<file path="src/rtl/tile_spawner_pkg.sv">
// tile_spawner_pkg
//   Shared game definitions: board geometry, tile exponent codes, spawner
//   state encoding and a helper that extracts one cell from the packed board.
//   No ports.
package tile_spawner_pkg;

  localparam int BOARD_CELLS = 16;
  localparam int POS_W       = 4;
  localparam int VAL_W       = 4;
  localparam int BOARD_W     = BOARD_CELLS * VAL_W;

  // Tiles are stored as log2 exponents; 0 marks an empty cell.
  localparam logic [VAL_W-1:0] EXP_EMPTY = 4'd0;
  localparam logic [VAL_W-1:0] EXP_TWO   = 4'd1;
  localparam logic [VAL_W-1:0] EXP_FOUR  = 4'd2;

  typedef enum logic [1:0] {
    ST_IDLE  = 2'd0,
    ST_SCAN  = 2'd1,
    ST_WRITE = 2'd2,
    ST_FULL  = 2'd3
  } spawn_state_t;

  // Cell i lives in bits [i*VAL_W +: VAL_W] of the packed board.
  function automatic logic [VAL_W-1:0] cell_at(input logic [BOARD_W-1:0] board,
                                               input logic [POS_W-1:0]   idx);
    return board[int'(idx)*VAL_W +: VAL_W];
  endfunction

endpackage

</file>
<file path="src/rtl/tile_spawner_if.sv">
// tile_spawner_if
//   Request/board/write-port bundle between the game controller side and the
//   tile spawner.
//   master : drives spawn_req, rand_pos, rand_four, board_in;
//            observes busy, wr_en, wr_addr, wr_data, done, full.
//   slave  : the spawner itself (directions reversed).
interface tile_spawner_if;
  import tile_spawner_pkg::*;

  logic               spawn_req;
  logic [POS_W-1:0]   rand_pos;
  logic               rand_four;
  logic [BOARD_W-1:0] board_in;
  logic               busy;
  logic               wr_en;
  logic [POS_W-1:0]   wr_addr;
  logic [VAL_W-1:0]   wr_data;
  logic               done;
  logic               full;

  modport master (
    output spawn_req, rand_pos, rand_four, board_in,
    input  busy, wr_en, wr_addr, wr_data, done, full
  );

  modport slave (
    input  spawn_req, rand_pos, rand_four, board_in,
    output busy, wr_en, wr_addr, wr_data, done, full
  );

endinterface

</file>
<file path="src/rtl/tile_spawner.sv">
// tile_spawner
//   On a spawn request, snapshots the board, starts at the random cell and
//   scans circularly for the first empty cell, then writes a 2 or 4 tile
//   there through a one-cycle write strobe, or reports the board full.
//   Ports:
//     clk   : system clock, rising edge
//     rst_n : asynchronous active-low reset
//     bus   : tile_spawner_if.slave (request inputs, board snapshot source,
//             busy/write-port/done/full outputs, all registered)
//
//   state    | meaning
//   ---------+-------------------------------------------------------------
//   ST_IDLE  | waiting for spawn_req; busy low
//   ST_SCAN  | stepping through snapshot cells, one per cycle
//   ST_WRITE | wr_en/done high for one cycle, then back to idle
//   ST_FULL  | done/full high for one cycle, no write, then back to idle
module tile_spawner
  import tile_spawner_pkg::*;
(
  input logic           clk,
  input logic           rst_n,
  tile_spawner_if.slave bus
);

  localparam logic [POS_W-1:0] CNT_LAST = POS_W'(BOARD_CELLS - 1);

  spawn_state_t       state_q,   state_d;
  logic [POS_W-1:0]   ptr_q,     ptr_d;
  logic [POS_W-1:0]   cnt_q,     cnt_d;
  logic [VAL_W-1:0]   val_q,     val_d;
  logic [BOARD_W-1:0] snap_q,    snap_d;
  logic [VAL_W-1:0]   cell_q,    cell_d;
  logic [POS_W-1:0]   addr_q,    addr_d;
  logic               look_q,    look_d;
  logic               busy_q,    busy_d;
  logic               wr_en_q,   wr_en_d;
  logic [POS_W-1:0]   wr_addr_q, wr_addr_d;
  logic [VAL_W-1:0]   wr_data_q, wr_data_d;
  logic               done_q,    done_d;
  logic               full_q,    full_d;

  always_ff @(posedge clk or negedge rst_n) begin
    if (!rst_n) begin
      state_q   <= ST_IDLE;
      ptr_q     <= '0;
      cnt_q     <= '0;
      val_q     <= '0;
      snap_q    <= '0;
      cell_q    <= '0;
      addr_q    <= '0;
      look_q    <= 1'b0;
      busy_q    <= 1'b0;
      wr_en_q   <= 1'b0;
      wr_addr_q <= '0;
      wr_data_q <= '0;
      done_q    <= 1'b0;
      full_q    <= 1'b0;
    end else begin
      state_q   <= state_d;
      ptr_q     <= ptr_d;
      cnt_q     <= cnt_d;
      val_q     <= val_d;
      snap_q    <= snap_d;
      cell_q    <= cell_d;
      addr_q    <= addr_d;
      look_q    <= look_d;
      busy_q    <= busy_d;
      wr_en_q   <= wr_en_d;
      wr_addr_q <= wr_addr_d;
      wr_data_q <= wr_data_d;
      done_q    <= done_d;
      full_q    <= full_d;
    end
  end

  // The 16:1 cell mux is registered (cell_q/addr_q) before the empty test, so
  // each cell is fetched one cycle and judged the next; look_q marks that the
  // fetch stage holds a real cell. This gives the k+2 write latency.
  always_comb begin
    state_d   = state_q;
    ptr_d     = ptr_q;
    cnt_d     = cnt_q;
    val_d     = val_q;
    snap_d    = snap_q;
    cell_d    = cell_q;
    addr_d    = addr_q;
    look_d    = look_q;
    busy_d    = busy_q;
    wr_en_d   = 1'b0;
    wr_addr_d = wr_addr_q;
    wr_data_d = wr_data_q;
    done_d    = 1'b0;
    full_d    = 1'b0;

    unique case (state_q)
      ST_IDLE: begin
        if (bus.spawn_req) begin
          state_d = ST_SCAN;
          ptr_d   = bus.rand_pos;
          snap_d  = bus.board_in;
          val_d   = bus.rand_four ? EXP_FOUR : EXP_TWO;
          cnt_d   = '0;
          look_d  = 1'b0;
          busy_d  = 1'b1;
        end
      end

      ST_SCAN: begin
        cell_d = cell_at(snap_q, ptr_q);
        addr_d = ptr_q;
        look_d = 1'b1;
        ptr_d  = ptr_q + 1'b1;
        if (look_q) begin
          if (cell_q == EXP_EMPTY) begin
            state_d   = ST_WRITE;
            wr_en_d   = 1'b1;
            done_d    = 1'b1;
            wr_addr_d = addr_q;
            wr_data_d = val_q;
          end else if (cnt_q == CNT_LAST) begin
            state_d = ST_FULL;
            done_d  = 1'b1;
            full_d  = 1'b1;
          end else begin
            cnt_d = cnt_q + 1'b1;
          end
        end
      end

      ST_WRITE, ST_FULL: begin
        state_d = ST_IDLE;
        busy_d  = 1'b0;
      end

      default: begin
        state_d = ST_IDLE;
        busy_d  = 1'b0;
      end
    endcase
  end

  assign bus.busy    = busy_q;
  assign bus.wr_en   = wr_en_q;
  assign bus.wr_addr = wr_addr_q;
  assign bus.wr_data = wr_data_q;
  assign bus.done    = done_q;
  assign bus.full    = full_q;

endmodule

</file>
<file path="src/flat_wrapper.sv">
// flat-port wrapper written by rule: the top's interface ports become plain ports
module tile_spawner_flat import tile_spawner_pkg::*;
  (clk, rst_n, bus_spawn_req, bus_rand_pos, bus_rand_four, bus_board_in, bus_busy, bus_wr_en, bus_wr_addr, bus_wr_data, bus_done, bus_full);
  tile_spawner_if bus_i ();
  input logic clk;
  input logic rst_n;
  input wire logic [$bits(bus_i.spawn_req)-1:0] bus_spawn_req;
  input wire logic [$bits(bus_i.rand_pos)-1:0] bus_rand_pos;
  input wire logic [$bits(bus_i.rand_four)-1:0] bus_rand_four;
  input wire logic [$bits(bus_i.board_in)-1:0] bus_board_in;
  output wire logic [$bits(bus_i.busy)-1:0] bus_busy;
  output wire logic [$bits(bus_i.wr_en)-1:0] bus_wr_en;
  output wire logic [$bits(bus_i.wr_addr)-1:0] bus_wr_addr;
  output wire logic [$bits(bus_i.wr_data)-1:0] bus_wr_data;
  output wire logic [$bits(bus_i.done)-1:0] bus_done;
  output wire logic [$bits(bus_i.full)-1:0] bus_full;
  assign bus_i.spawn_req = bus_spawn_req;
  assign bus_i.rand_pos = bus_rand_pos;
  assign bus_i.rand_four = bus_rand_four;
  assign bus_i.board_in = bus_board_in;
  assign bus_busy = bus_i.busy;
  assign bus_wr_en = bus_i.wr_en;
  assign bus_wr_addr = bus_i.wr_addr;
  assign bus_wr_data = bus_i.wr_data;
  assign bus_done = bus_i.done;
  assign bus_full = bus_i.full;
  tile_spawner u_core (.clk(clk), .rst_n(rst_n), .bus(bus_i));
endmodule
</file>
<file path="config.mk">
export PLATFORM = sky130hd
export DESIGN_NAME = tile_spawner_flat
export DESIGN_NICKNAME = d
export VERILOG_FILES = /design/src/rtl/tile_spawner_pkg.sv /design/src/rtl/tile_spawner_if.sv /design/src/rtl/tile_spawner.sv /design/src/flat_wrapper.sv
export SDC_FILE = /design/constraint.sdc
export NUM_CORES = 1
export LEC_CHECK = 0
export ABC_AREA = 1
export CORE_UTILIZATION = 51
export DETAILED_ROUTE_END_ITERATION = 12
export PLACE_DENSITY = 0.79
export SKIP_LAST_GASP = 1
export SYNTH_ARGS = -nofsm -noshare
export SYNTH_HDL_FRONTEND = slang
export SYNTH_SLANG_ARGS = --single-unit
</file>
<file path="constraint.sdc">
create_clock -name clk -period 1.83 [get_ports clk]
set_input_delay 0.549 -clock clk [delete_from_list [all_inputs] [get_ports clk]]
set_output_delay 0.549 -clock clk [all_outputs]
set_load 0.01 [all_outputs]
</file>
==> run_results.csv, run 1 <==
group,metric,value,unit
run_status,outcome,"completed",
critical_path,path_cells,"clkdlybuf4s50_1",
synthesis,synth_seq_cells,95,
synthesis,synth_area_leaders,"dfrtp_1 54%, nand2_1 17%, o21ai_0 7.9%",
timing,finalWorstPathRequiredPeriod,1780,ps
synthesis,synth.top_cells.by_count,"205 x nand2_1, 95 x dfrtp_1, 70 x o21ai_0",
global_route,grt-ovfl-total,0,
critical_path,timing.critical_path.buf_inv,1,
clock_network,htreeDepth,3,
synthesis,synth_edf_count,0,
critical_path,critPathArrivalTime,1230,ps
routing,finalWirelength,9910,um
global_route,grt_max_degree,60,
layout,layout-drive-gt1-share,0.0712,
placement,placed_area,0.00533,sq mm
power,peakVddDrop,695,uV
layout,num_antenna_cells,0,
synthesis,yosysMostFrequentCell,"nand2_1",
synthesis,async_reset_ff_frac,1.00,
clock_network,clock_path_buffers,2,
synthesis,postSynthAreaPerCell,7.98,sq um
timing,grt_setup_unrepaired,"no",
routing,drc,0,
routing,wl_met2,4770,um
critical_path,critPathSlowestCell,"clkdlybuf4s50_1",
routing,final_antenna_net_count,0,
synthesis,netlist-cell-type-count,25,
layout,nets,702,
timing,max_slew.worst_pin.slew,541,ps
power,power.leakage,0.00281,uW
routing,num_vias,3714,
floorplanning,start_util,0.532,
routing,top_layer_used,"met4",
critical_path,reg2reg_from,"u_core.ptr_q[2]",
worst_hold_path,min_path_type,"in -> async",
clock_network,cts.sinks,95,
critical_path,critPathCaptureType,"output pin",
clock_network,hold_buffers,0,
critical_path,critPathMaxStageDelay,540,ps
floorplanning,io-pin-count,84,
clock_network,cts_tree,"done",
global_route,antenna_found_initial,0,
routing,wl_met1,4500,um
power,power_density,1650,mW/mm^2
synthesis,netlist_area,0.00441,sq mm
synthesis,synth_top_cell_area_share,0.539,
floorplanning,fp.dieH,95.0,um
floorplanning,die_w,95.0,um
timing,finalCritPeriodShare,0.974,
placement,gp_congestion,0.782,
job,drv_cap,0,
layout,area_growth,26.6,%
clock_network,cts_setup_buffers,0,
global_route,grt_pass1_wl,16800,um
synthesis,synth_warnings,0,
floorplanning,die-area,0.00903,sq mm
timing,setup_tns,0,ps
clock_network,cts-root-buf,"clkbuf_8",
routing,first_pass_iters,5,
critical_path,cp-startpoint,"u_core.bus.wr_en",
synthesis,netlist_instances,553,
routing,drtIter0Drc,217,
layout,stdcell_area,0.00559,sq mm
synthesis,synth_flop_cell,"dfrtp_1",
clock_network,clk_latency,360,ps
timing,max_freq,561,MHz
global_route,grt_use_total,0.243,
synthesis,ys_seq_area_frac,0.539,
timing,setup_viol,0,
timing,relSlewSlack,0.639,
clock_network,cts_buffers,9,
floorplanning,std_cell_rows,33,
timing,fin_skew,14.3,ps
timing,slew_violations,0,
placement,io_buffers,81,
synthesis,yosysTopAreaCell,"dfrtp_1",
critical_path,cp_max_fo,1,
routing,wl_per_cell,13.4,um
floorplanning,core,0.00830,sq mm
critical_path,crit_type,"reg -> out",
critical_path,path_delay_family,"buffers and inverters",
placement,post-dp-hpwl,6850,um
routing,viasPerCell,5.04,
routing,wl_met3,461,um
clock_network,clk_pin_slew,90,ps
critical_path,start_kind,"flop",
critical_path,required,1280,ps
global_route,grt_pass1_vias,3704,
timing,hold_viol_final,0,
[registers in the layout, summed over array words and instances, names as in the netlist]
signal              flops
u_core.bus.wr_addr      4
u_core.bus.full         1
u_core.snap_q          64
u_core.bus.busy         1
u_core.addr_q           4
u_core.ptr_q            4
u_core.cnt_q            4
u_core.bus.wr_en        1
u_core.state_q          2
u_core.bus.done         1
u_core.look_q           1
u_core.bus.wr_data      2
u_core.val_q            2
u_core.cell_q           4
[routing by layer]
layer	GRT usage	up-vias
li1	-	1851
met1	0.329	1736
met2	0.397	110
met3	0.0375	17
met4	0.0884	0
met5	0	-
[power by group]
| part | internal, uW | switching, uW | total (uW) |
|---|---|---|---|
| Clock | 897 | 710 | 1610 |
| Combinational | 1570 | 2510 | 4080 |
| Sequential | 3080 | 449 | 3530 |
| Total | 5550 | 3670 | 9220 |
[cells by family (layout without fill, tap and decap cells)]
kind of cell,Yosys count,after routing,share of synthesized area
AOI/OAI and AO/OA,80,80,0.0944
adders and majority gates,2,2,0.00567
xor gates and xnor gates,1,1,0.00199
buffers and inverters,102,180,0.0987
muxes,5,5,0.0128
other,1,2,0.000850
and+or+nand+nor,267,267,0.247
DFF,95,95,0.539
[per-stage QoR]
| stage | utilization | power (uW) | hold slack, ps | std cells | setup slack, ps |
|---|---|---|---|---|---|
| after CTS | 0.671 | 9280 | 105 | 737 | 6.28 |
| final | 0.673 | 9220 | 102 | 737 | 46.7 |
| after detailed placement | 0.643 | 7630 | 462 | 722 | 2.74 |
| after global placement | 0.643 | 7430 | 455 | 722 | 27.2 |
| after global routing | 0.673 | 10000 | 115 | 737 | 3.17 |
| after floorplan | - | 6380 | 253 | 554 | 559 |
[timing repair]
item	in CTS	in global routing
setup endpoints to repair	0	7
endpoints found under the hold margin	0	0
resized for setup	0	7
[cells in the final DEF, fill, tap and decap left out, drive strengths merged, types with 2 or more instances in the layout]
cell type      count
clkdlybuf4s50     73
clkinvlp           2
conb               2
ha                 2
dfrtp             95
o21ai             70
dlymetal6s2s       7
mux2               5
nand3             43
inv               71
a21oi              3
nand2            205
clkbuf             9
nor2              11
or2                7
buf               13
bufinv             3
o211ai             4
clkinv             2
[layout make-up]
class | count | area, sq um
timing repair buffer | 93 | 966
multi-input combinational | 357 | 1600
clock buffer | 9 | 124
inverter | 72 | 273
fill | 691 | 2710
sequential | 95 | 2380
tap | 105 | 131
clock inverter | 6 | 110
[path summary, 6_finish.rpt]
kind / endpoint / slack (ps) / cells past startpoint
worst max-delay path: bus_wr_en / 50 / 1
worst min register to register: u_core.snap_q[34] / 480 / 2
max in group asynchronous: u_core.cell_q[1] / 1210 / 2
min in group clk: u_core.snap_q[34] / 480 / 2
worst min-delay path: u_core.bus.wr_addr[1] / 100 / 1
worst max register to register: u_core.cell_q[3] / 260 / 5
(Power assumes the default switching activity.)
==> run 2: changes to the inputs <==
--- a/config.mk
+++ b/config.mk
@@ -9,6 +9,7 @@
 export CORE_UTILIZATION = 51
 export DETAILED_ROUTE_END_ITERATION = 12
 export PLACE_DENSITY = 0.79
+export REMOVE_ABC_BUFFERS = 1
 export SKIP_LAST_GASP = 1
 export SYNTH_ARGS = -nofsm -noshare
 export SYNTH_HDL_FRONTEND = slang
==> run 2 against run 1 <==
Against the previous run:
- clock power is essentially flat
- via count shrank 0.48%
- register-to-register slack gained 40 ps
- power is essentially flat
- critical path type unchanged
- largest cell class unchanged
- highest routed layer unchanged
==> run_results.csv, run 2 (synthesis gave the netlist of run 1 again) <==
group,metric,value,unit
run_status,outcome,"completed",
floorplanning,std_cell_rows,33,
placement,io_buffers,81,
critical_path,critPathMaxStageDelay,530,ps
routing,finalWirelength,9710,um
layout,area_growth,26.8,%
timing,relSlewSlack,0.640,
worst_hold_path,min_path_type,"in -> async",
critical_path,r2r_slack,300,ps
floorplanning,io-pin-count,84,
critical_path,required,1280,ps
timing,hold_ws,88.5,ps
timing,hold_viol_final,0,
floorplanning,die-area,0.00903,sq mm
floorplanning,start_util,0.532,
placement,gp_congestion,0.832,
layout,final_core_utilization,0.674,
power,power.leakage,0.00282,uW
routing,wl_per_cell,13.1,um
layout,multiInputGateArea,0.00160,sq mm
layout,fillers,699,
layout,final_cell_mix,"205 x nand2_1, 95 x dfrtp_1, 73 x clkdlybuf4s50_1",
floorplanning,die_w,95.0,um
layout,num_antenna_cells,0,
power,peakVddDrop,749,uV
layout,top_register,"u_core.snap_q",
routing,first_pass_iters,4,
placement,post-dp-hpwl,6650,um
critical_path,critPathCaptureType,"output pin",
power,power_density,1650,mW/mm^2
global_route,grt_max_degree,66,
routing,final_antenna_net_count,0,
clock_network,cts_tree,"done",
clock_network,cts_buffers,9,
timing,setup_tns,0,ps
timing,setup_viol,0,
critical_path,path_cells,"clkdlybuf4s50_1",
clock_network,clk_latency,350,ps
timing,finalWorstPathRequiredPeriod,1770,ps
critical_path,cp_max_fo,1,
routing,viasPerCell,4.99,
timing,max_slew.worst_pin.slew,539,ps
clock_network,clock_path_buffers,2,
critical_path,critPathSlowestCell,"clkdlybuf4s50_1",
critical_path,path_delay_family,"buffers and inverters",
layout,nets,705,
floorplanning,core,0.00830,sq mm
placement,pre_cts_ws,46.1,ps
clock_network,cts.sinks,95,
routing,drtIter0Drc,225,
timing,finalCritPeriodShare,0.966,
routing,num_vias,3696,
layout,largest_reg_flops,64,
floorplanning,fp.dieH,95.0,um
global_route,grt_pass1_vias,3706,
routing,drc,0,
layout,regArea,0.00238,sq mm
layout,layout-drive-gt1-share,0.0756,
critical_path,crit_type,"reg -> out",
layout,final_common_cell,"nand2_1",
global_route,antenna_found_initial,0,
critical_path,critPathArrivalTime,1220,ps
global_route,grt-ovfl-total,0,
clock_network,clk_pin_slew,100,ps
timing,max_freq,565,MHz
timing,grt_setup_unrepaired,"no",
critical_path,start_kind,"flop",
global_route,grt_pass1_wl,16600,um
job,drv_cap,0,
timing,slew_violations,0,
clock_network,htreeDepth,3,
clock_network,cts-root-buf,"clkbuf_8",
global_route,grt_use_total,0.239,
timing,layout_setup_ws,61.4,ps
critical_path,timing.critical_path.buf_inv,1,
timing,fin_skew,11.4,ps
run 2: cell count changes in the layout (fill, tap and decap cells not counted), sizes merged:
cell,delta
inv,-1
clkinv,+1
buf,+3
run 2: cell type report:
| type | count | share of cell area |
|---|---|---|
| Sequential cell | 95 | 0.425 |
| Multi-Input combinational cell | 357 | 0.287 |
| Timing Repair Buffer | 96 | 0.174 |
| Inverter | 72 | 0.0490 |
| Tap cell | 105 | 0.0235 |
| Clock buffer | 9 | 0.0221 |
| Clock inverter | 6 | 0.0197 |
run 2: what timing repair did:
action,in CTS,in global routing
setup endpoints to repair,0,7
setup buffers,0,0
gates resized for setup,0,7
hold buffers,0,0
run 2: per-stage QoR:
step | instance area (sq um) | power [uW] | std cells
floorplan | 4250 | 6150 | 524
global placement | 5350 | 7440 | 725
detailed placement | 5350 | 7640 | 725
CTS | 5580 | 9290 | 740
global route | 5600 | 10100 | 740
finish | 5600 | 9220 | 740
run 2: path summary, 6_finish.rpt:
kind	start	to	cells past startpoint
setup / recovery	u_core.bus.full	bus_full	1
hold / removal	rst_n	u_core.bus.busy	1
setup reg to reg	u_core.state_q[1]	u_core.bus.wr_addr[0]	4
hold reg to reg	u_core.snap_q[32]	u_core.snap_q[32]	2
max in group asynchronous	rst_n	u_core.snap_q[5]	2
min in group clk	u_core.snap_q[32]	u_core.snap_q[32]	2
run 2: per-layer routing:
layer	track usage	routed length (um)
met1	0.313	4340
met2	0.394	4700
met3	0.0399	493
met4	0.0972	174
met5	0	0
run 2: report_power, final:
group	total [uW]	internal, uW	switching (uW)
Combinational	4110	1600	2510
Sequential	3490	3080	407
Clock	1630	898	729
==> RTL edit, RTL diff (config.mk and constraints of run 2) <==
The 4 states of `spawn_state_t` get a Gray code encoding in 2 bits.
--- a/src/rtl/tile_spawner_pkg.sv
+++ b/src/rtl/tile_spawner_pkg.sv
@@ -17,6 +17,6 @@
   typedef enum logic [1:0] {
-    ST_IDLE  = 2'd0,
-    ST_SCAN  = 2'd1,
-    ST_WRITE = 2'd2,
-    ST_FULL  = 2'd3
+    ST_IDLE  = 2'b00,
+    ST_SCAN  = 2'b01,
+    ST_WRITE = 2'b11,
+    ST_FULL  = 2'b10
   } spawn_state_t;
Check against the original RTL: same outputs for any inputs over 10 cycles, from zero or initial values and one cycle with rst_n low; not proved beyond that.
==> RTL edit against run 2 <==
  * Clock power fell by 26%
  * Largest power group unchanged
  * Sequential cell count unchanged
  * Worst setup slack better by 0.012 ns
  * Total power down 2.9%
  * Area after synthesis is 1.7% higher
  * Largest cell class unchanged
  * Maximum frequency rose by 0.67%
  * Final area fell by 1.4%
  * Via count is 1.9% lower
  * Wire length shrank 5.1%
==> RTL edit: results (changes against run 2) <==
stage,metric,value,unit,change
global_routing,vias in the first global route,3483,,was 3706
synthesis,most frequent cells after synthesis,"nand2_1 (200), dfrtp_1 (95), inv_1 (66)",,"was nand2_1 (205), dfrtp_1 (95), o21ai_0 (70)"
synthesis,Syn Area/Cell,8.17,µm²,was 7.98 µm²
global_routing,first-pass GRT wire length,15.7,mm,was 16.6 mm
timing,Clock Skew,0.00347,ns,was 0.0114 ns
pwr,Pleak,2.76,nW,was 2.82 nW
global_routing,Global Route met1 Usage,29.1,%,was 31.3%
pwr,peak supply drop,0.588,mV,was 0.749 mV
outcome,run status,finished clean,,unchanged
global_routing,GRT met3 Usage,3.71,%,was 3.99%
synthesis,top post-synthesis cells by area,"dfrtp_1 (53%), nand2_1 (17%), o21ai_0 (5.7%)",,"was dfrtp_1 (54%), nand2_1 (17%), o21ai_0 (7.9%)"
final_layout,Non-Filler Instances,731,,was 740
worst_setup_path,FF-to-FF End,u_core.cell_q[2]$_DFFE_PN0N_,,was u_core.bus.wr_addr[0]$_DFFE_PN0P_
timing,Rel. slew slack,63.7,%,was 64.0%
global_routing,largest net degree at the start of global routing,68,,was 66
final_layout,fin nets,697,,was 705
worst_setup_path,worst r2r src,u_core.ptr_q[0]$_DFFE_PN0P_,,was u_core.state_q[1]$_DFFE_PN0P_
placed_design,GP Congestion,0.767,,was 0.832
synthesis,register area share after synthesis,53.0,%,was 53.9%
clock_tree,clock transition at the registers of the reported paths,0.08,ns,was 0.10 ns
worst_setup_path,Reg2Reg Depth,8,,was 4
synthesis,synth unique cells,32,,was 25
global_routing,met2 GRT Util,37.4,%,was 39.4%
final_layout,Filler cells,708,,was 699
final_layout,layout cells sized above 1,6.55,%,was 7.56%
RTL edit: changes by cell type in the layout (fill, tap and decap cells not counted), moves of 3 or more:
cell / before / now
buf_4: 13 / 8
or2_2: 7 / 2
o21ai_1: 0 / 18
mux2_2: 5 / 0
o21ai_0: 70 / 51
nand2_1: 205 / 200
mux2_4: 0 / 5
inv_2: 1 / 4
bufinv_16: 3 / 0
RTL edit: final cells by class:
cell class | instances | area, µm² | area share, %
sequential | 95 | 2380 | 43.1
multi-input combinational | 354 | 1640 | 29.7
timing repair buffer | 91 | 935 | 16.9
inverter | 72 | 272 | 4.92
clock buffer | 13 | 159 | 2.88
tap | 105 | 131 | 2.38
clock inverter | 1 | 5.00 | 0.0907
RTL edit: what timing repair did:
item / CTS / global route
pin swaps: 0 / 0
cloned: 0 / 0
hold endpoints to repair: 0 / 0
buffers inserted: 0 / 0
resized for setup: 1 / 6
endpoints found under the setup margin: 1 / 6
RTL edit: metal layers:
metal,vias up,routed length (µm)
met5,-,0
met4,0,123
met3,11,450
met2,92,4410
met1,1683,4230
li1,1838,-
RTL edit: worst max path at each step:
stage | startpoint | endpoint | cells after the start
after floorplan | bus_spawn_req | u_core.val_q[0]$_DFFE_PN0P_ | 4
after global placement | bus_spawn_req | u_core.val_q[0]$_DFFE_PN0P_ | 6
after detailed placement | bus_spawn_req | u_core.val_q[0]$_DFFE_PN0P_ | 6
after CTS | u_core.bus.wr_addr[1]$_DFFE_PN0P_ | bus_wr_addr[1] | 1
after global routing | u_core.bus.done$_DFF_PN0_ | bus_done | 1
final | u_core.bus.done$_DFF_PN0_ | bus_done | 1
RTL edit: through the flow:
stage | hold slack (ns) | cell area (µm²) | setup slack (ns)
6_report | 0.173 | 5520 | 0.0731
5_1_grt | 0.185 | 5520 | 0.0264
4_1_cts | 0.189 | 5500 | 0.00216
3_5_place_dp | 0.459 | 5340 | 0.0682
3_3_place_gp | 0.455 | 5340 | 0.101
2_1_floorplan | 0.253 | 4290 | -0.195
RTL edit: where the power goes:
group	total, mW	internal, mW	leakage (nW)	switching (mW)
Combinational	4.21	1.66	1.51	2.55
Sequential	3.54	3.11	1.17	0.431
Clock	1.21	0.554	0.0854	0.656
Total	8.96	5.31	2.76	3.64
RTL edit: kinds of logic (layout without fill, tap and decap cells):
group	count (synthesis)	in the layout	synth area share, %
AOI/OAI and AO/OA	80	80	9.23
xor gates and xnor gates	3	3	0.586
adders and majority gates	2	2	0.558
buffers and inverters	101	177	10.6
DFF	95	95	53.0
muxes	5	5	1.67
other	1	2	0.0836
and+or+nand+nor	262	262	24.3
